**src/rtl/xadc_packet_package.sv**
```systemverilog
// Shared XADC packet definitions: frame length, header code and the depacketizer state encoding.
package xadc_packet_package;

  localparam int          XADC_PACKET_LENGTH                 = 4;
  localparam logic [3:0]  XADC_PACKET_HEADER_LOW_SPEED_SAMPLE = 4'h1;

  typedef enum logic [2:0] {
    BYTE0,
    BYTE1,
    BYTE2,
    BYTE3,
    EMIT,
    DISCARD
  } xadc_depacketizer_state_t;

endpackage

```
**src/rtl/xadc_depacketizer_sat_counter.sv**
```systemverilog
// Saturating event counter used for the depacketizer statistics.
module xadc_sat_counter #(
  parameter int COUNT_WIDTH = 16
) (
  input  logic                   clk,
  input  logic                   rst,
  input  logic                   inc,
  output logic [COUNT_WIDTH-1:0] count
);

  logic [COUNT_WIDTH-1:0] count_q;

  // Holds at all-ones rather than wrapping, so a long error burst never reads as zero.
  always_ff @(posedge clk or negedge rst) begin
    if (!rst) begin
      count_q <= '0;
    end else if (inc && (count_q != '1)) begin
      count_q <= count_q + 1'b1;
    end
  end

  assign count = count_q;

endmodule

```
**src/rtl/xadc_depacketizer.sv**
```systemverilog
// Rebuilds paired voltage/current XADC samples from 4-byte frames.
// Statistics counters exist only when XADC_DEPACKETIZER_STATS_EN is defined.
module xadc_depacketizer
  import xadc_packet_package::*;
#(
  parameter int SAMPLE_WIDTH = 12,
  parameter int COUNT_WIDTH  = 16
) (
  input  logic                   clk,
  input  logic                   rst,
  input  logic [7:0]             raw_tdata,
  input  logic                   raw_tvalid,
  output logic                   raw_tready,
  input  logic                   raw_tlast,
  output logic [15:0]            voltage_tdata,
  output logic                   voltage_tvalid,
  input  logic                   voltage_tready,
  output logic [15:0]            current_tdata,
  output logic                   current_tvalid,
  input  logic                   current_tready,
  output logic                   frame_error,
  output logic                   header_error,
  output logic [COUNT_WIDTH-1:0] packet_count,
  output logic [COUNT_WIDTH-1:0] frame_error_count,
  output logic [COUNT_WIDTH-1:0] header_error_count
);

  xadc_depacketizer_state_t state_q, state_d;
  logic [11:0] v_q, v_d;
  logic [11:0] i_q, i_d;
  logic        v_valid_q, v_valid_d;
  logic        i_valid_q, i_valid_d;
  logic        ready_q, ready_d;
  logic        frame_err_q, frame_err_d;
  logic        hdr_err_q, hdr_err_d;
  logic        accept;

  assign accept = raw_tvalid && ready_q;

  always_comb begin
    // NOTE: every output of this block gets a default first, so no path can infer a latch.
    state_d     = state_q;
    v_d         = v_q;
    i_d         = i_q;
    v_valid_d   = v_valid_q;
    i_valid_d   = i_valid_q;
    frame_err_d = 1'b0;
    hdr_err_d   = 1'b0;

    case (state_q)
      BYTE0: begin
        if (accept) begin
          if (raw_tdata[7:4] != XADC_PACKET_HEADER_LOW_SPEED_SAMPLE) begin
            hdr_err_d = 1'b1;
            state_d   = raw_tlast ? BYTE0 : DISCARD;
          end else if (raw_tlast) begin
            frame_err_d = 1'b1;
          end else begin
            v_d[11:8] = raw_tdata[3:0];
            state_d   = BYTE1;
          end
        end
      end
      BYTE1: begin
        if (accept) begin
          if (raw_tlast) begin
            frame_err_d = 1'b1;
            state_d     = BYTE0;
          end else begin
            v_d[7:0] = raw_tdata;
            state_d  = BYTE2;
          end
        end
      end
      BYTE2: begin
        if (accept) begin
          if (raw_tlast) begin
            frame_err_d = 1'b1;
            state_d     = BYTE0;
          end else begin
            i_d[11:8] = raw_tdata[3:0];
            state_d   = BYTE3;
          end
        end
      end
      BYTE3: begin
        if (accept) begin
          i_d[7:0] = raw_tdata;
          if (raw_tlast) begin
            v_valid_d = 1'b1;
            i_valid_d = 1'b1;
            state_d   = EMIT;
          end else begin
            frame_err_d = 1'b1;
            state_d     = DISCARD;
          end
        end
      end
      EMIT: begin
        // Each stream retires on its own handshake; the frame ends when both have.
        v_valid_d = v_valid_q && !voltage_tready;
        i_valid_d = i_valid_q && !current_tready;
        if (!v_valid_d && !i_valid_d) begin
          state_d = BYTE0;
        end
      end
      DISCARD: begin
        if (accept && raw_tlast) begin
          state_d = BYTE0;
        end
      end
      default: state_d = BYTE0;
    endcase
  end

  // Registered so the port stays low through reset and rises one cycle after release.
  assign ready_d = (state_d != EMIT);

  // NOTE: sequential state uses non-blocking assignments so every flop samples pre-edge values.
  always_ff @(posedge clk or negedge rst) begin
    if (!rst) begin
      state_q     <= BYTE0;
      v_q         <= '0;
      i_q         <= '0;
      v_valid_q   <= 1'b0;
      i_valid_q   <= 1'b0;
      ready_q     <= 1'b0;
      frame_err_q <= 1'b0;
      hdr_err_q   <= 1'b0;
    end else begin
      state_q     <= state_d;
      v_q         <= v_d;
      i_q         <= i_d;
      v_valid_q   <= v_valid_d;
      i_valid_q   <= i_valid_d;
      ready_q     <= ready_d;
      frame_err_q <= frame_err_d;
      hdr_err_q   <= hdr_err_d;
    end
  end

  assign raw_tready     = ready_q;
  assign voltage_tdata  = 16'(v_q[SAMPLE_WIDTH-1:0]);
  assign current_tdata  = 16'(i_q[SAMPLE_WIDTH-1:0]);
  assign voltage_tvalid = v_valid_q;
  assign current_tvalid = i_valid_q;
  assign frame_error    = frame_err_q;
  assign header_error   = hdr_err_q;

`ifdef XADC_DEPACKETIZER_STATS_EN
  logic pkt_done;

  assign pkt_done = (state_q == EMIT) && !v_valid_d && !i_valid_d;

  xadc_sat_counter #(.COUNT_WIDTH(COUNT_WIDTH)) u_packet_count (
    .clk   (clk),
    .rst   (rst),
    .inc   (pkt_done),
    .count (packet_count)
  );

  xadc_sat_counter #(.COUNT_WIDTH(COUNT_WIDTH)) u_frame_error_count (
    .clk   (clk),
    .rst   (rst),
    .inc   (frame_err_d),
    .count (frame_error_count)
  );

  xadc_sat_counter #(.COUNT_WIDTH(COUNT_WIDTH)) u_header_error_count (
    .clk   (clk),
    .rst   (rst),
    .inc   (hdr_err_d),
    .count (header_error_count)
  );
`else
  assign packet_count       = '0;
  assign frame_error_count  = '0;
  assign header_error_count = '0;
`endif

endmodule

```
**config.mk**
```make
export PLATFORM = sky130hd
export DESIGN_NAME = xadc_depacketizer
export DESIGN_NICKNAME = d
export VERILOG_FILES = /design/src/rtl/xadc_packet_package.sv /design/src/rtl/xadc_depacketizer_sat_counter.sv /design/src/rtl/xadc_depacketizer.sv
export SDC_FILE = /design/constraint.sdc
export NUM_CORES = 1
export LEC_CHECK = 0
export ABC_AREA = 1
export CORE_MARGIN = 5
export CORE_UTILIZATION = 43
export CTS_BUF_LIST = sky130_fd_sc_hd__clkbuf_16
export DETAILED_ROUTE_END_ITERATION = 10
export GPL_TIMING_DRIVEN = 0
export PLACE_DENSITY = 0.86
export SLEW_MARGIN = 10
export SYNTH_ARGS = -nofsm -noshare
export SYNTH_HDL_FRONTEND = slang
export SYNTH_HIERARCHICAL = 1
export SYNTH_SLANG_ARGS = --single-unit
```
**constraint.sdc**
```tcl
create_clock -name clk -period 3.3 [get_ports clk]
set_input_delay 0.33 -clock clk [delete_from_list [all_inputs] [get_ports clk]]
set_output_delay 0.33 -clock clk [all_outputs]
set_load 0.005 [all_outputs]
```
# Word-level counts from Yosys, hierarchy flattened
# Cells that the tools add are included.
# W data, S select, Z words.
# word_totals
register_bits,32
input_bits,14
output_inout_bits,85
word_cells,65
# op_classes
n_eq_ne,9
n_mux,27
n_bitwise,2
reduce_logical,17
# ops
operator,n
$mux W3,9
$pmux W3 S6,1
$mux W1,12
$reduce_and A3 Y1,3
$eq A3 B2 Y1 const B,2
$eq A3 B3 Y1 const B,2
$logic_and A1 B1 Y1,5
$logic_not A1 Y1,4
$mux W2,2
$ne A2 B2 Y1 const B,2
$ne A4 B1 Y1 const B,1
$pmux W1 S2,2
$reduce_and A4 Y1,1
$eq A3 B1 Y1 const B,1
$logic_not A3 Y1,1
$ne A3 B3 Y1 const B,1
$pmux W1 S3,1
$not A1 Y1,2
$reduce_and A2 Y1,1
$reduce_bool A2 Y1,1
$reduce_or A2 Y1,1

# Longest topological paths before layout
# depth
ltp_word,7
ltp_mapped,9
mapped_depth_nobuf,9

# Least setup slack after synthesis
# No wires, ideal clock.
# synth_timing
kind,flip-flop to flip-flop
from,register state_q[2]
to,register i_q[6]
setup_ps,118
arrival_time_ps,1016
t_required_ps,3182
slack_ps,2165
path_stages_with_launch,8
path_buffers,1
synth_period_minus_slack_ps,1135
path_cell_list,dfrtp_1 inv_2 nand3_2 inv_2 nand2_4 buf_6 nand2_1 o21ai_2
# synth_between
elab_chain_cells,2
# synth_rtl
element,line_no,source
from (decl),xadc_depacketizer.sv:28,"xadc_depacketizer_state_t state_q, state_d;"
from (signal assigned),xadc_depacketizer.sv:131,state_q <= state_d;
$eq A3 B2 Y1,xadc_depacketizer.sv:50,case (state_q)
$reduce_and A2 Y1 (no line),--,
to (signal assigned),xadc_depacketizer.sv:133,i_q <= i_d;
to (decl),xadc_depacketizer.sv:30,"logic [11:0] i_q, i_d;"
# No other way between the ends.
# A chain may end at the register's enable or synchronous reset.

# Final worst setup path
# layout_timing
from,register v_valid_q (netlist: voltage_tvalid)
to,output voltage_tvalid
# layout_lines
element,line_no,source
from (decl),xadc_depacketizer.sv:31,"logic v_valid_q, v_valid_d;"
from (signal assigned),xadc_depacketizer.sv:134,v_valid_q <= v_valid_d;
to (decl),xadc_depacketizer.sv:16,"output logic voltage_tvalid,"
# No word-level cell between the ends.

==> impl_metrics.tcl <==
set metrics [dict create \
    combPwrFrac 0.404 \
    powerDensity_nw_per_um2 652 \
    power_frac_clock 0.245 \
    path_class "flop to output pin" \
    die-area_sq_um 5870 \
    seq_power_share 0.351 \
    cp_top_family "buffers and inverters" \
    fin_cells 379 \
    fill_cells 387 \
    track_usage 0.147 \
    die_width_um 76.6 \
    mappedNetlistArea_sq_um 1910 \
    diodes 0 \
    globalplace.congestion 0.846 \
    crit_fanout 4 \
    synth_top_area_frac 0.420 \
    yosysUniqueCellTypes 20 \
    relSlewSlack 0.537 \
    clock_latency_ps 270 \
    p_sw_w 0.000578 \
    fp.dieH_um 76.6 \
    p_leak_nw 1.51 \
    slew_violations 0 \
    cts.clk_slew.worst_paths_ps 50 \
    yosysWarnings 6 \
    synthToLayoutAreaGrowth_pct 43.6 \
    cp_slowest_cell "clkdlybuf4s50_1" \
    p_int_w 0.00121 \
    max_freq_ghz 0.667 \
    dp_hpwl_um 3230 \
    ir_worst_vdd_uv 418 \
    startpoint_type "flop" \
    remaining_drc_errors 0 \
    sw_frac_of_total 0.324 \
    ys_seq_area_frac 0.420 \
    initial_utilization 0.441 \
    dp.cells 371 \
    critPathMaxStageDelay_ps 520 \
    cp_num_buf_inv 1 \
    drive_gt1_frac 0.303 \
    period_share 0.454 \
    synth.avg_cell_area_sq_um 8.59 \
    synthTopCellsByArea "dfrtp_1, buf_4, nand2_1" \
    final-hold-violation-count 0 \
    fin_area_sq_um 2740 \
    status "complete, no violations" \
    fin_setup_tns_ps 0 \
    cts_buffer_depth 2 \
    row_count 24 \
    hp-class "primary input to asynchronous set/reset pin" \
    setup_violations 0 \
    hold_buffers 0 \
    synth.largest_area_cell "dfrtp_1" \
    fin_nets 340 \
    drt_pass1_iterations 4 \
    worst_setup_path_end_kind "output pin" \
    crit_arrival_ps 1170 \
    synth-seq-cells 32 \
    root_buffer "clkbuf_16" \
    first_iter_violations 89 \
    via_count 1519 \
    drv_cap 0 \
    cp.required_ps 2970 \
    io_pins 99 \
    dpl_cell_area_sq_um 2590 \
    cts_tree "done" \
    post-cts-setup-buffers 0 \
    tightestPinTransition_ps 695 \
    cts_resized 0 \
    htree_levels 2 \
    whs_ps 101 \
    grt_pass1_wl_um 6970 \
    io_buffers 42 \
    mostFrequentLayoutCells "buf_4, conb_1, nand2_1, clkdlybuf4s50_1, dfrtp_1" \
    overflow 0 \
    cts_buffers 5 \
    antenna_found_initial 0 \
    min_period_ps 1500 \
    synthCells 222 \
    core_sq_um 4320 \
    wl_per_cell_um 10.7 \
    finClkSkew_ps 3.46 \
    grt_max_degree 33 \
    vias_per_cell 4.01 \
    clock-sinks 32 \
    wl_um 4050 \
    grt_pass1_vias 1481 \
    rsz0062_at_grt "false" \
    cp_cell_sequence "clkdlybuf4s50_1" \
    ant_nets 0 \
    power_w 0.00178 \
]
## layout make-up
class / count / area, sq um / share of cell area
Buffer: 58 / 443 / 0.162
Clock buffer: 5 / 125 / 0.0457
Clock inverter: 3 / 18.8 / 0.00686
Inverter: 21 / 78.8 / 0.0288
Multi-Input combinational cell: 166 / 791 / 0.289
Sequential cell: 32 / 801 / 0.293
Tap cell: 52 / 65.1 / 0.0238
Timing Repair Buffer: 42 / 415 / 0.152
## synth_stat cells (all sizes together)
library cell and number:
nand4 2, inv 21, nor3 2, nand2 56, dfrtp 32, buf 58
nand3 8, conb 1, o21ai 26, a21oi 4, nor2 12
## per-layer routing
| layer | vias to the layer above | global-route usage | routed length [um] |
|---|---|---|---|
| met3 | 5 | 0.0745 | 409 |
| met2 | 69 | 0.235 | 1960 |
| met1 | 654 | 0.172 | 1640 |
| met4 | 0 | 0.0420 | 42 |
| li1 | 791 | - | - |
| met5 | - | 0 | 0 |
## state kept, by name, indices dropped and copies added, names as in the netlist
signal and flops:
v_q 12, frame_error 1, state_q 3, header_error 1, raw_tready 1, current_tvalid 1
i_q 12, voltage_tvalid 1
## power by group through the flow
| stage | Clock (W) | Sequential [W] | Combinational, W |
|---|---|---|---|
| 4_1_cts | 0.000451 | 0.000627 | 0.000727 |
| 5_1_grt | 0.000473 | 0.000650 | 0.000805 |
| 3_3_place_gp | 0 | 0.000629 | 0.000709 |
| 3_5_place_dp | 0 | 0.000628 | 0.000724 |
| 6_report | 0.000438 | 0.000626 | 0.000720 |
| 2_1_floorplan | 0 | 0.000632 | 0.000369 |
## cell families after synthesis
| logic type | Yosys count | synth area share |
|---|---|---|
| AOI/OAI and AO/OA | 30 | 0.110 |
| buffers and inverters | 79 | 0.274 |
| DFF | 32 | 0.420 |
| and+or+nand+nor | 80 | 0.194 |
| other | 1 | 0.00197 |
## through the flow
stage / setup slack (ps) / utilization
final: 1800 / 0.633
after global routing: 1720 / 0.633
after CTS: 1790 / 0.633
after detailed placement: 1610 / 0.600
after global placement: 1310 / 0.601
after floorplan: 2170 / -
## worst paths after layout
check | start | endpoint | slack, ps | depth (start not counted)
worst min register to register | v_q[4] | v_q[4] | 480 | 2
worst max-delay path | voltage_tvalid | voltage_tvalid | 1800 | 1
min in group clk | v_q[4] | v_q[4] | 480 | 2
worst max register to register | state_q[2] | i_q[6] | 2010 | 7
max in group asynchronous | rst | v_q[1] | 2750 | 1
worst min-delay path | rst | header_error | 100 | 1
(Power assumes the default switching activity.)
